<file path="config.mk">
export PLATFORM = sky130hd
export DESIGN_NAME = rv32imf_apu_router
export DESIGN_NICKNAME = d
export VERILOG_FILES = /design/src/rtl/rv32imf_apu_router.sv
export SDC_FILE = /design/constraint.sdc
export NUM_CORES = 1
export LEC_CHECK = 0
export ABC_AREA = 1
export BUFFER_PORTS_ARGS = -buffer_cell sky130_fd_sc_hd__buf_2
export CELL_PAD_IN_SITES_DETAIL_PLACEMENT = 1
export CELL_PAD_IN_SITES_GLOBAL_PLACEMENT = 1
export CORE_MARGIN = 3
export CORE_UTILIZATION = 35
export CTS_BUF_LIST = sky130_fd_sc_hd__clkbuf_4
export DETAILED_ROUTE_END_ITERATION = 12
export PLACE_DENSITY_LB_ADDON = 0.1
export SYNTH_ARGS = -nofsm -noshare
export SYNTH_HDL_FRONTEND = slang
export SYNTH_SLANG_ARGS = --single-unit
</file>
<file path="constraint.sdc">
create_clock -name clk_i -period 4.9 [get_ports clk_i]
set_input_delay 0.98 -clock clk_i [delete_from_list [all_inputs] [get_ports clk_i]]
set_output_delay 0.98 -clock clk_i [all_outputs]
set_load 0.05 [all_outputs]
</file>
<file path="src/rtl/rv32imf_apu_router.sv">
// Routes core APU requests to NUM_UNITS units by opcode field, returning results in issue order (1-cycle latency, grant is combinational).
// Core is held off only when DEPTH ops are in flight; units are never back-pressured. RV32IMF_APU_ROUTER_BYPASS_EN enables 0-cycle head return.

module rv32imf_apu_router_fifo #(
  parameter int W     = 8,
  parameter int DEPTH = 4
) (
  input  logic         clk_i,
  input  logic         rst_ni,
  input  logic         push_i,
  input  logic [W-1:0] push_dat_i,
  input  logic         pop_i,
  output logic [W-1:0] head_dat_o,
  output logic         empty_o
);
  localparam int AW = $clog2(DEPTH);
  localparam int CW = AW + 1;

  logic [W-1:0]  mem_q [DEPTH];
  logic [AW-1:0] wr_ptr_q, wr_ptr_d, rd_ptr_q, rd_ptr_d;
  logic [CW-1:0] cnt_q, cnt_d;

  // DEPTH is a power of two, so the pointers wrap naturally
  always_comb begin
    wr_ptr_d = wr_ptr_q + AW'(push_i);
    rd_ptr_d = rd_ptr_q + AW'(pop_i);
    cnt_d    = cnt_q + CW'(push_i) - CW'(pop_i);
  end

  always_ff @(posedge clk_i) begin
    if (push_i) mem_q[wr_ptr_q] <= push_dat_i;
  end

  always_ff @(posedge clk_i or negedge rst_ni) begin
    if (!rst_ni) begin
      wr_ptr_q <= '0;
      rd_ptr_q <= '0;
      cnt_q    <= '0;
    end else begin
      wr_ptr_q <= wr_ptr_d;
      rd_ptr_q <= rd_ptr_d;
      cnt_q    <= cnt_d;
    end
  end

  assign head_dat_o = mem_q[rd_ptr_q];
  assign empty_o    = (cnt_q == '0);
endmodule

module rv32imf_apu_router #(
  parameter int NUM_UNITS = 2,
  parameter int DEPTH     = 4,
  parameter int NARGS     = 3,
  parameter int WOP       = 6,
  parameter int NDSFLAGS  = 15,
  parameter int NUSFLAGS  = 5
) (
  input  logic                                clk_i,
  input  logic                                rst_ni,
  input  logic                                apu_req_i,
  output logic                                apu_gnt_o,
  input  logic [NARGS-1:0][31:0]              apu_operands_i,
  input  logic [WOP-1:0]                      apu_op_i,
  input  logic [NDSFLAGS-1:0]                 apu_flags_i,
  output logic                                apu_rvalid_o,
  output logic [31:0]                         apu_result_o,
  output logic [NUSFLAGS-1:0]                 apu_rflags_o,
  output logic                                apu_busy_o,
  output logic [NUM_UNITS-1:0]                unit_req_o,
  input  logic [NUM_UNITS-1:0]                unit_gnt_i,
  output logic [NARGS-1:0][31:0]              unit_operands_o,
  output logic [WOP-1:0]                      unit_op_o,
  output logic [NDSFLAGS-1:0]                 unit_flags_o,
  input  logic [NUM_UNITS-1:0]                unit_rvalid_i,
  input  logic [NUM_UNITS-1:0][31:0]          unit_rdata_i,
  input  logic [NUM_UNITS-1:0][NUSFLAGS-1:0]  unit_rflags_i,
  output logic [NUM_UNITS-1:0]                unit_clk_en_o
);
  localparam int SEL_W  = (NUM_UNITS > 1) ? $clog2(NUM_UNITS) : 0;
  localparam int SEL_EW = (SEL_W > 0) ? SEL_W : 1;
  localparam int CW     = $clog2(DEPTH) + 1;
  localparam int RW     = 32 + NUSFLAGS;

  typedef struct packed {
    logic [31:0]         rdata;
    logic [NUSFLAGS-1:0] rflags;
  } res_t;

  logic [SEL_EW-1:0]    sel, ord_head;
  logic                 full, gnt, ord_empty, pop_rf, byp, ret;
  logic [NUM_UNITS-1:0] cap, rf_empty, rf_push, rf_pop;
  res_t                 rf_head [NUM_UNITS];
  res_t                 ret_dat;
  logic [CW-1:0]        out_cnt_q, out_cnt_d;
  logic [CW-1:0]        inflight_q [NUM_UNITS];
  logic [CW-1:0]        inflight_d [NUM_UNITS];

  assign unit_operands_o = apu_operands_i;
  assign unit_op_o       = apu_op_i;
  assign unit_flags_o    = apu_flags_i;

  // Out-of-range unit indices fall back to unit 0
  if (SEL_W == 0) begin : g_sel_one
    assign sel = 1'b0;
  end else begin : g_sel
    logic [SEL_W-1:0] raw;
    assign raw = apu_op_i[WOP-1 -: SEL_W];
    assign sel = ({1'b0, raw} >= (SEL_W+1)'(NUM_UNITS)) ? '0 : raw;
  end

  assign full = (out_cnt_q == CW'(DEPTH));

  always_comb begin
    unit_req_o      = '0;
    unit_req_o[sel] = apu_req_i & ~full;
  end

  assign gnt = unit_req_o[sel] & unit_gnt_i[sel];
  assign apu_gnt_o = gnt;

  rv32imf_apu_router_fifo #(.W(SEL_EW), .DEPTH(DEPTH)) u_order (
    .clk_i      (clk_i),
    .rst_ni     (rst_ni),
    .push_i     (gnt),
    .push_dat_i (sel),
    .pop_i      (ret),
    .head_dat_o (ord_head),
    .empty_o    (ord_empty)
  );

  for (genvar g = 0; g < NUM_UNITS; g++) begin : g_unit
    // Results with no matching outstanding op (e.g. after a reset) are dropped
    assign cap[g]     = unit_rvalid_i[g] & (inflight_q[g] != '0);
    assign rf_push[g] = cap[g] & ~(byp & (ord_head == SEL_EW'(g)));
    assign rf_pop[g]  = pop_rf & (ord_head == SEL_EW'(g));
    assign unit_clk_en_o[g] = unit_req_o[g] | (inflight_q[g] != '0);

    rv32imf_apu_router_fifo #(.W(RW), .DEPTH(DEPTH)) u_res (
      .clk_i      (clk_i),
      .rst_ni     (rst_ni),
      .push_i     (rf_push[g]),
      .push_dat_i ({unit_rdata_i[g], unit_rflags_i[g]}),
      .pop_i      (rf_pop[g]),
      .head_dat_o (rf_head[g]),
      .empty_o    (rf_empty[g])
    );
  end

  assign pop_rf = ~ord_empty & ~rf_empty[ord_head];
`ifdef RV32IMF_APU_ROUTER_BYPASS_EN
  assign byp = ~ord_empty & rf_empty[ord_head] & cap[ord_head];
`else
  assign byp = 1'b0;
`endif
  assign ret = pop_rf | byp;

  always_comb begin
    ret_dat = '0;
    if (byp) ret_dat = '{rdata: unit_rdata_i[ord_head], rflags: unit_rflags_i[ord_head]};
    else if (pop_rf) ret_dat = rf_head[ord_head];
  end

  assign apu_rvalid_o = ret;
  assign apu_result_o = ret_dat.rdata;
  assign apu_rflags_o = ret_dat.rflags;
  assign apu_busy_o   = (out_cnt_q != '0);

  always_comb begin
    out_cnt_d = out_cnt_q + CW'(gnt) - CW'(ret);
    for (int i = 0; i < NUM_UNITS; i++) begin
      inflight_d[i] = inflight_q[i] + CW'(gnt && (sel == SEL_EW'(i))) - CW'(cap[i]);
    end
  end

  always_ff @(posedge clk_i or negedge rst_ni) begin
    if (!rst_ni) begin
      out_cnt_q <= '0;
      for (int i = 0; i < NUM_UNITS; i++) inflight_q[i] <= '0;
    end else begin
      out_cnt_q <= out_cnt_d;
      for (int i = 0; i < NUM_UNITS; i++) inflight_q[i] <= inflight_d[i];
    end
  end
endmodule

</file>
==> results by group, run 1 <==
Status
  • Status: completed

Timing
  • Worst slew margin: 40.5%
  • RSZ-0062 raised after global routing: false
  • Tcrit/Tclk final: 84.6%
  • Worst Skew: 0.0405 ns
  • Final setup TNS: 0 ns
  • Tightest Pin Transition: 0.893 ns
  • Max Freq: 0.241 GHz
  • Final setup margin: 0.754 ns
  • Hold Fails Final Rpt: 0
  • Max Slew Vio Count: 0
  • Tmin final: 4.15 ns
  • Number of endpoints failing setup at the final stage: 0

Power and ir drop
  • Max VDD drop: 0.578 mV
  • Cell Int Power: 0.00639 W
  • Switching Fraction: 47.1%
  • Clock power share: 20.0%
  • Sequential Power Share: 33.0%
  • Pwr dens: 764 nW/um2
  • Combinational power share: 47.0%
  • LEAKAGE: 6.03 nW
  • Switching pwr: 0.00568 W
  • Pwr Total: 0.0121 W

Place
  • Port Buffers: 126
  • DPL Wire Length: 25.0 mm
  • GP Congestion: 0.751
  • DP Worst Slack: 1.46 ns

Layout
  • Post-layout util: 39.3%
  • Area grow syn2layout: 9.41%
  • Total of fill cells in the finished design: 4,445
  • Final net count: 1,525
  • Share of layout cells above drive strength 1: 21.7%
  • Commonest non-fill, non-tap cell in the layout: nor2_1
  • Reg area: 9760 um2
  • Area of the multi-input gates: 3290 um2
  • Most frequent cells in the layout: 337 x nor2_1, 300 x edfxtp_1, 137 x clkbuf_4

Routing
  • Drt first pass iters: 4
  • Starting DRT DRC Count: 421
  • # DRC: 0
  • Remaining antenna violation count: 0
  • WL final: 40.3 mm
  • Via count: 9,099
  • Average routed wire per standard cell: 21.2 um
  • Vias per std cell: 4.79

Global routing
  • Global-route wire length before repair: 60.1 mm
  • Total grt overflow: 0
  • GRT Total Usage: 18.3%
  • Vias in the first global route: 9,499
  • Initial antenna violation count: 8
  • Largest net degree at the start of global routing: 76

Clock tree
  • # clock sinks: 330
  • Hold_buf cts: 0
  • Worst-path clk slew: 0.06 ns
  • H-tree depth: 3
  • Num CTS Buffers: 90
  • TritonCTS clock tree: built
  • Post-CTS Setup Repair Bufs: 0
  • Clock Latency Late Sink: 0.75 ns
  • CTS max path bufs: 3
  • Clk root buf: clkbuf_4
  • CTS resizes: 0

Floorplanning
  • Num rows: 73
  • Initial Util: 35.9%
  • Die width: 209 um
  • I/O pin total: 359
  • Die height: 209 um
  • Core ar.: 40,200 um2
  • DIE AREA: 43,700 um2

Worst setup path
  • Reg-to-reg endpoint: out_cnt_q[2]$_DFF_PN0_
  • Crit Path Category: reg2out
  • CP Data Arrival Time: 3.17 ns
  • Critical Path RT: 3.92 ns
  • FF-to-FF setup slack: 1.58 ns
  • Startpoint Class: flop
  • Crit Path Max Fanout: 46
  • Reg2reg start: u_order.cnt_q[1]$_DFF_PN0_
  • R2R cell count: 11
  • Crit path capture type: primary output

Logic synthesis
  • Syn. warnings: 0
  • Yosys reg bits: 330
  • Async S/R FF share, synth: 9.09%
  • Seq/Total Area, Yosys: 67.6%
  • Syn Nets: 1,466
  • Mean post-synth cell area: 11.6 um2
  • Post-Syn Area: 14,400 um2
  • Cell variety after synth: 23
  • Post-Syn Instances: 1,248
  • Main synth FF type: edfxtp_1
  • Post-synth EDFFs: 300

Hold path
  • HP Class: in2async

Flow run
  • MaxCap Viol Count: 0
[Yosys cell counts (2+ instances only)]
cell / count / area (um2)
nor2_1: 337 / 1260
ha_1: 14 / 175
xor2_1: 11 / 96.3
nor3_1: 12 / 60.1
clkbuf_1: 21 / 78.8
buf_6: 16 / 180
fa_1: 6 / 120
nand3_1: 81 / 405
buf_4: 119 / 893
buf_1: 4 / 15.0
inv_1: 42 / 158
buf_2: 17 / 85.1
nand4_1: 7 / 43.8
o21ai_1: 34 / 170
dfrtp_1: 30 / 751
xnor2_1: 7 / 61.3
edfxtp_1: 300 / 9010
nand2_1: 71 / 267
inv_2: 2 / 7.51
o21ai_0: 114 / 571
[worst max path at each step]
stage | from | cells past startpoint | end
finish | g_unit[1].u_res.rd_ptr_q[0]$_DFF_PN0_ | 9 | apu_result_o[21]
global route | g_unit[1].u_res.rd_ptr_q[0]$_DFF_PN0_ | 9 | apu_result_o[21]
CTS | g_unit[1].u_res.rd_ptr_q[0]$_DFF_PN0_ | 9 | apu_result_o[21]
detailed placement | g_unit[1].u_res.rd_ptr_q[0]$_DFF_PN0_ | 9 | apu_result_o[21]
global placement | g_unit[1].u_res.rd_ptr_q[0]$_DFF_PN0_ | 9 | apu_result_o[21]
floorplan | unit_rvalid_i[0] | 2 | g_unit[0].u_res.mem_q[0][0]$_DFFE_PP_
[power by group through the flow]
stage,Clock (W),Sequential [W],Combinational (W)
finish,0.00242,0.00398,0.00567
global route,0.00270,0.00404,0.00624
CTS,0.00253,0.00398,0.00582
detailed placement,0,0.00404,0.00580
global placement,0,0.00402,0.00578
floorplan,0,0.00402,0.00440
[worst max-delay path, cell delays in order (launching register included)]
cell and delay, ns:
dfrtp_2 0.40, inv_2 0.62, buf_4 0.38, nor2_1 0.07, nor2_1 0.09, o21ai_0 0.09, nand3_1 0.21, nand2_1 0.08
nor2_1 0.15, buf_2 0.32
[per-layer routing]
layer  share of wire, %  wire length (um)  track usage (%)  up-vias
met5               0.16                66            0.445        -
met4                3.9              1550             8.45        8
met3                5.9              2400             5.33      144
met2                 47             18900             28.7      234
met1                 43             17400             23.3     4396
li1                   -                 -                -     4317
[cells by family after synthesis]
family,share of synthesized area [%]
AND/OR/NAND/NOR,14.2
flip-flops,67.6
XOR/XNOR,1.09
buffers and inverters,9.87
adder cells (fa/ha/maj),2.05
AO/OA/AOI/OAI,5.18
[flip-flops by register name (all words and copies together), names as in the netlist]
| name | cells |
|---|---|
| g_unit.u_res.mem_q | 296 |
| g_unit.u_res.cnt_q | 6 |
| inflight_q | 6 |
| g_unit.u_res.rd_ptr_q | 4 |
| g_unit.u_res.wr_ptr_q | 4 |
| u_order.mem_q | 4 |
| out_cnt_q | 3 |
| u_order.cnt_q | 3 |
| u_order.rd_ptr_q | 2 |
| u_order.wr_ptr_q | 2 |
[layout make-up]
| cell class | instances | area share (%) |
|---|---|---|
| flip-flops and latches | 330 | 61.8 |
| multi-input cells | 696 | 20.9 |
| clock buffers | 137 | 6.51 |
| repair buffers | 144 | 4.85 |
| well taps | 525 | 4.16 |
| inverters | 45 | 1.09 |
| clock inverters | 19 | 0.626 |
| diodes | 5 | 0.0792 |
[through the flow]
| stage | area [um2] | cells | hold slack (ns) |
|---|---|---|---|
| after global placement | 14600 | 1740 | 0.464 |
| final | 15800 | 1901 | 0.343 |
| after global routing | 15800 | 1899 | 0.342 |
| after CTS | 15800 | 1896 | 0.279 |
| after detailed placement | 14600 | 1740 | 0.466 |
| after floorplan | 14400 | 1248 | 0.442 |
Note: power is estimated with default switching activity, not from simulation.
==> run 2: changes to the inputs <==
--- a/config.mk
+++ b/config.mk
@@ -5,7 +5,7 @@
 export SDC_FILE = /design/constraint.sdc
 export NUM_CORES = 1
 export LEC_CHECK = 0
-export ABC_AREA = 1
+export ABC_AREA = 0
 export BUFFER_PORTS_ARGS = -buffer_cell sky130_fd_sc_hd__buf_2
 export CELL_PAD_IN_SITES_DETAIL_PLACEMENT = 1
 export CELL_PAD_IN_SITES_GLOBAL_PLACEMENT = 1
==> constraint.sdc (replaced) <==
create_clock -name clk_i -period 3.9 [get_ports clk_i]
set_input_delay 0.78 -clock clk_i [delete_from_list [all_inputs] [get_ports clk_i]]
set_output_delay 0.78 -clock clk_i [all_outputs]
set_load 0.05 [all_outputs]
==> results by group, run 2 <==
Logic synthesis
  • Yosys reg bits: 330
  • Post-Syn Instances: 771
  • Syn. warnings: 0
  • Mean post-synth cell area: 18.1 um2
  • Synth area leaders: edfxtp_1 65%, mux4_2 12%, buf_4 6.6%
  • List of most frequent post-synthesis cells: 300 x edfxtp_1, 123 x buf_4, 75 x mux4_2, 55 x inv_1, 44 x nand2_1
  • Syn Nets: 989
  • Synth area leader: edfxtp_1
  • Async S/R FF share, synth: 9.09%
  • Main synth FF type: edfxtp_1
  • Post-Syn Area: 14,000 um2
  • Cell variety after synth: 33
  • Count leader, synth: edfxtp_1
  • Post-synth top area share: 64.6%
  • Seq/Total Area, Yosys: 70.0%
  • Post-synth EDFFs: 300

Global routing
  • Global-route wire length before repair: 50.9 mm
  • Grt met3 use: 5.79%
  • Initial antenna violation count: 11
  • Total grt overflow: 0
  • Met1 Use GR: 17.8%
  • Grt peak-use layer: met2
  • Largest net degree at the start of global routing: 43
  • GRT Total Usage: 16.5%
  • Global routing usage on met2: 28.6%
  • Vias in the first global route: 8,196

Power and ir drop
  • LEAKAGE: 5.67 nW
  • Pwr dens: 905 nW/um2
  • Max VDD drop: 0.574 mV

Worst setup path
  • Critical Path RT: 3.12 ns
  • Largest stage delay, worst path: 0.69 ns
  • Reg2reg start: u_order.rd_ptr_q[0]$_DFF_PN0_
  • Crit path capture type: primary output
  • Crit Path Category: reg2out
  • CP Data Arrival Time: 2.85 ns
  • CP max-delay cell: mux4_4
  • Crit. Startpoint: u_order.rd_ptr_q[0]$_DFF_PN0_
  • Crit-path cells: mux4_4 > buf_12 > o32ai_1 > buf_2
  • Startpoint Class: flop
  • Crit Path Max Fanout: 42

Place
  • DPL Wire Length: 22.3 mm
  • Dpl cells: 1,283
  • Port Buffers: 126
  • Cell Area, Placed: 14,400 um2
  • GP Congestion: 0.670

Floorplanning
  • Num rows: 72
  • Core ar.: 39,000 um2
  • Die height: 206 um
  • DIE AREA: 42,300 um2
  • Initial Util: 35.8%
  • Die width: 206 um
  • I/O pin total: 359

Timing
  • RSZ-0062 raised after global routing: false
  • Max Slew Vio Count: 0
  • Final setup TNS: 0 ns
  • Tightest Pin Transition: 0.945 ns
  • Hold Fails Final Rpt: 0
  • WHS: 0.129 ns
  • Worst slew margin: 36.5%
  • Number of endpoints failing setup at the final stage: 0
  • Max Freq: 0.276 GHz
  • Worst Skew: 0.0458 ns
  • Tcrit/Tclk final: 93.0%
  • Tmin final: 3.63 ns

Hold path
  • HP Class: in2async

Layout
  • Final Non-Filler Cells: 1,455
  • Biggest regs: g_unit.u_res.mem_q: 296 flops, g_unit.u_res.cnt_q: 6 flops, inflight_q: 6 flops
  • Final net count: 1,078
  • Share of layout cells above drive strength 1: 41.3%
  • Post-layout util: 40.1%
  • Commonest non-fill, non-tap cell in the layout: edfxtp_1
  • Largest register FFs: 296
  • Reg with most FFs: g_unit.u_res.mem_q
  • Total of fill cells in the finished design: 3,878
  • Area grow syn2layout: 12.1%
  • Post-route cell area: 15,600 um2
  • Most frequent cells in the layout: 300 x edfxtp_1, 146 x clkbuf_4, 126 x buf_2

Clock tree
  • Worst-path clk slew: 0.07 ns
  • H-tree depth: 3
  • Post-CTS Setup Repair Bufs: 0
  • Clk root buf: clkbuf_4
  • Num CTS Buffers: 93
  • CTS max path bufs: 3
  • TritonCTS clock tree: built
  • Clock Latency Late Sink: 0.72 ns
  • # clock sinks: 330

Routing
  • WL final: 34.5 mm
  • Via count: 7,169
  • Starting DRT DRC Count: 281
  • Average routed wire per standard cell: 23.7 um
  • Drt first pass iters: 4
  • Remaining antenna violation count: 0
  • Vias per std cell: 4.93
  • # DRC: 0

Status
  • Status: completed

Flow run
  • MaxCap Viol Count: 0
[run 2: cell count changes in the layout (fill, tap and decap cells not counted), sizes merged, moves of 6 or more]
cell | before | now
nor3 | 12 | 6
o32ai | 0 | 37
inv | 46 | 56
mux4 | 0 | 75
clkbuf | 137 | 146
o21ai | 148 | 1
nor2 | 337 | 2
xnor2 | 7 | 13
nand3 | 81 | 1
nand2 | 71 | 44
[run 2: final timing paths]
kind / endpoint / slack (ns) / cells after the start
max: apu_result_o[7] / 0.27 / 4
min: g_unit[1].u_res.cnt_q[1]$_DFF_PN0_ / 0.13 / 1
max reg2reg: out_cnt_q[2]$_DFF_PN0_ / 0.90 / 10
min reg2reg: g_unit[1].u_res.rd_ptr_q[1]$_DFF_PN0_ / 0.47 / 1
max in group asynchronous: g_unit[0].u_res.rd_ptr_q[0]$_DFF_PN0_ / 3.20 / 1
min in group clk_i: g_unit[0].u_res.mem_q[1][28]$_DFFE_PP_ / 0.26 / 1
[run 2: layer usage]
| layer | vias up | routed length (um) |
|---|---|---|
| li1 | 3083 | - |
| met1 | 3657 | 12500 |
| met2 | 267 | 17800 |
| met3 | 146 | 2650 |
| met4 | 16 | 1520 |
| met5 | - | 103 |
[run 2: repair_timing]
action	in CTS	in global routing
gates resized for setup	1	0
endpoints found under the setup margin	2	0
hold buffers	0	0
[run 2: logic make-up after synthesis]
family | share of synthesized area [%]
buffers and inverters | 9.18
AND/OR/NAND/NOR | 2.65
adder cells (fa/ha/maj) | 2.12
flip-flops | 70.0
multiplexers | 12.1
AO/OA/AOI/OAI | 2.61
XOR/XNOR | 1.38
[run 2: worst max-delay path, delay by kind of cell, from the launching register on]
kind / cells / cell delay, ns
AO/OA/AOI/OAI: 1 / 0.48
buffers and inverters: 2 / 0.57
flip-flops: 1 / 0.37
multiplexers: 1 / 0.69
[run 2: cell type report]
class	count	area [um2]	area share, %
multi-input cells	235	2990	19.1
inverters	55	206	1.32
diodes	2	5.00	0.0320
flip-flops and latches	330	9770	62.5
clock inverters	24	98.8	0.632
clock buffers	146	1100	7.01
well taps	518	648	4.15
repair buffers	145	823	5.27
[run 2: report_power, final]
part           switching [W]  internal, W
registers           0.000545      0.00475
clock network        0.00143      0.00169
logic                0.00375      0.00197
total                0.00573      0.00842
[run 2: metrics by stage]
stage	setup WS, ns	power (W)
after floorplan	0.266	0.00980
after global placement	0.841	0.0111
after detailed placement	0.840	0.0113
after CTS	0.122	0.0145
after global routing	0.00561	0.0151
final	0.272	0.0141
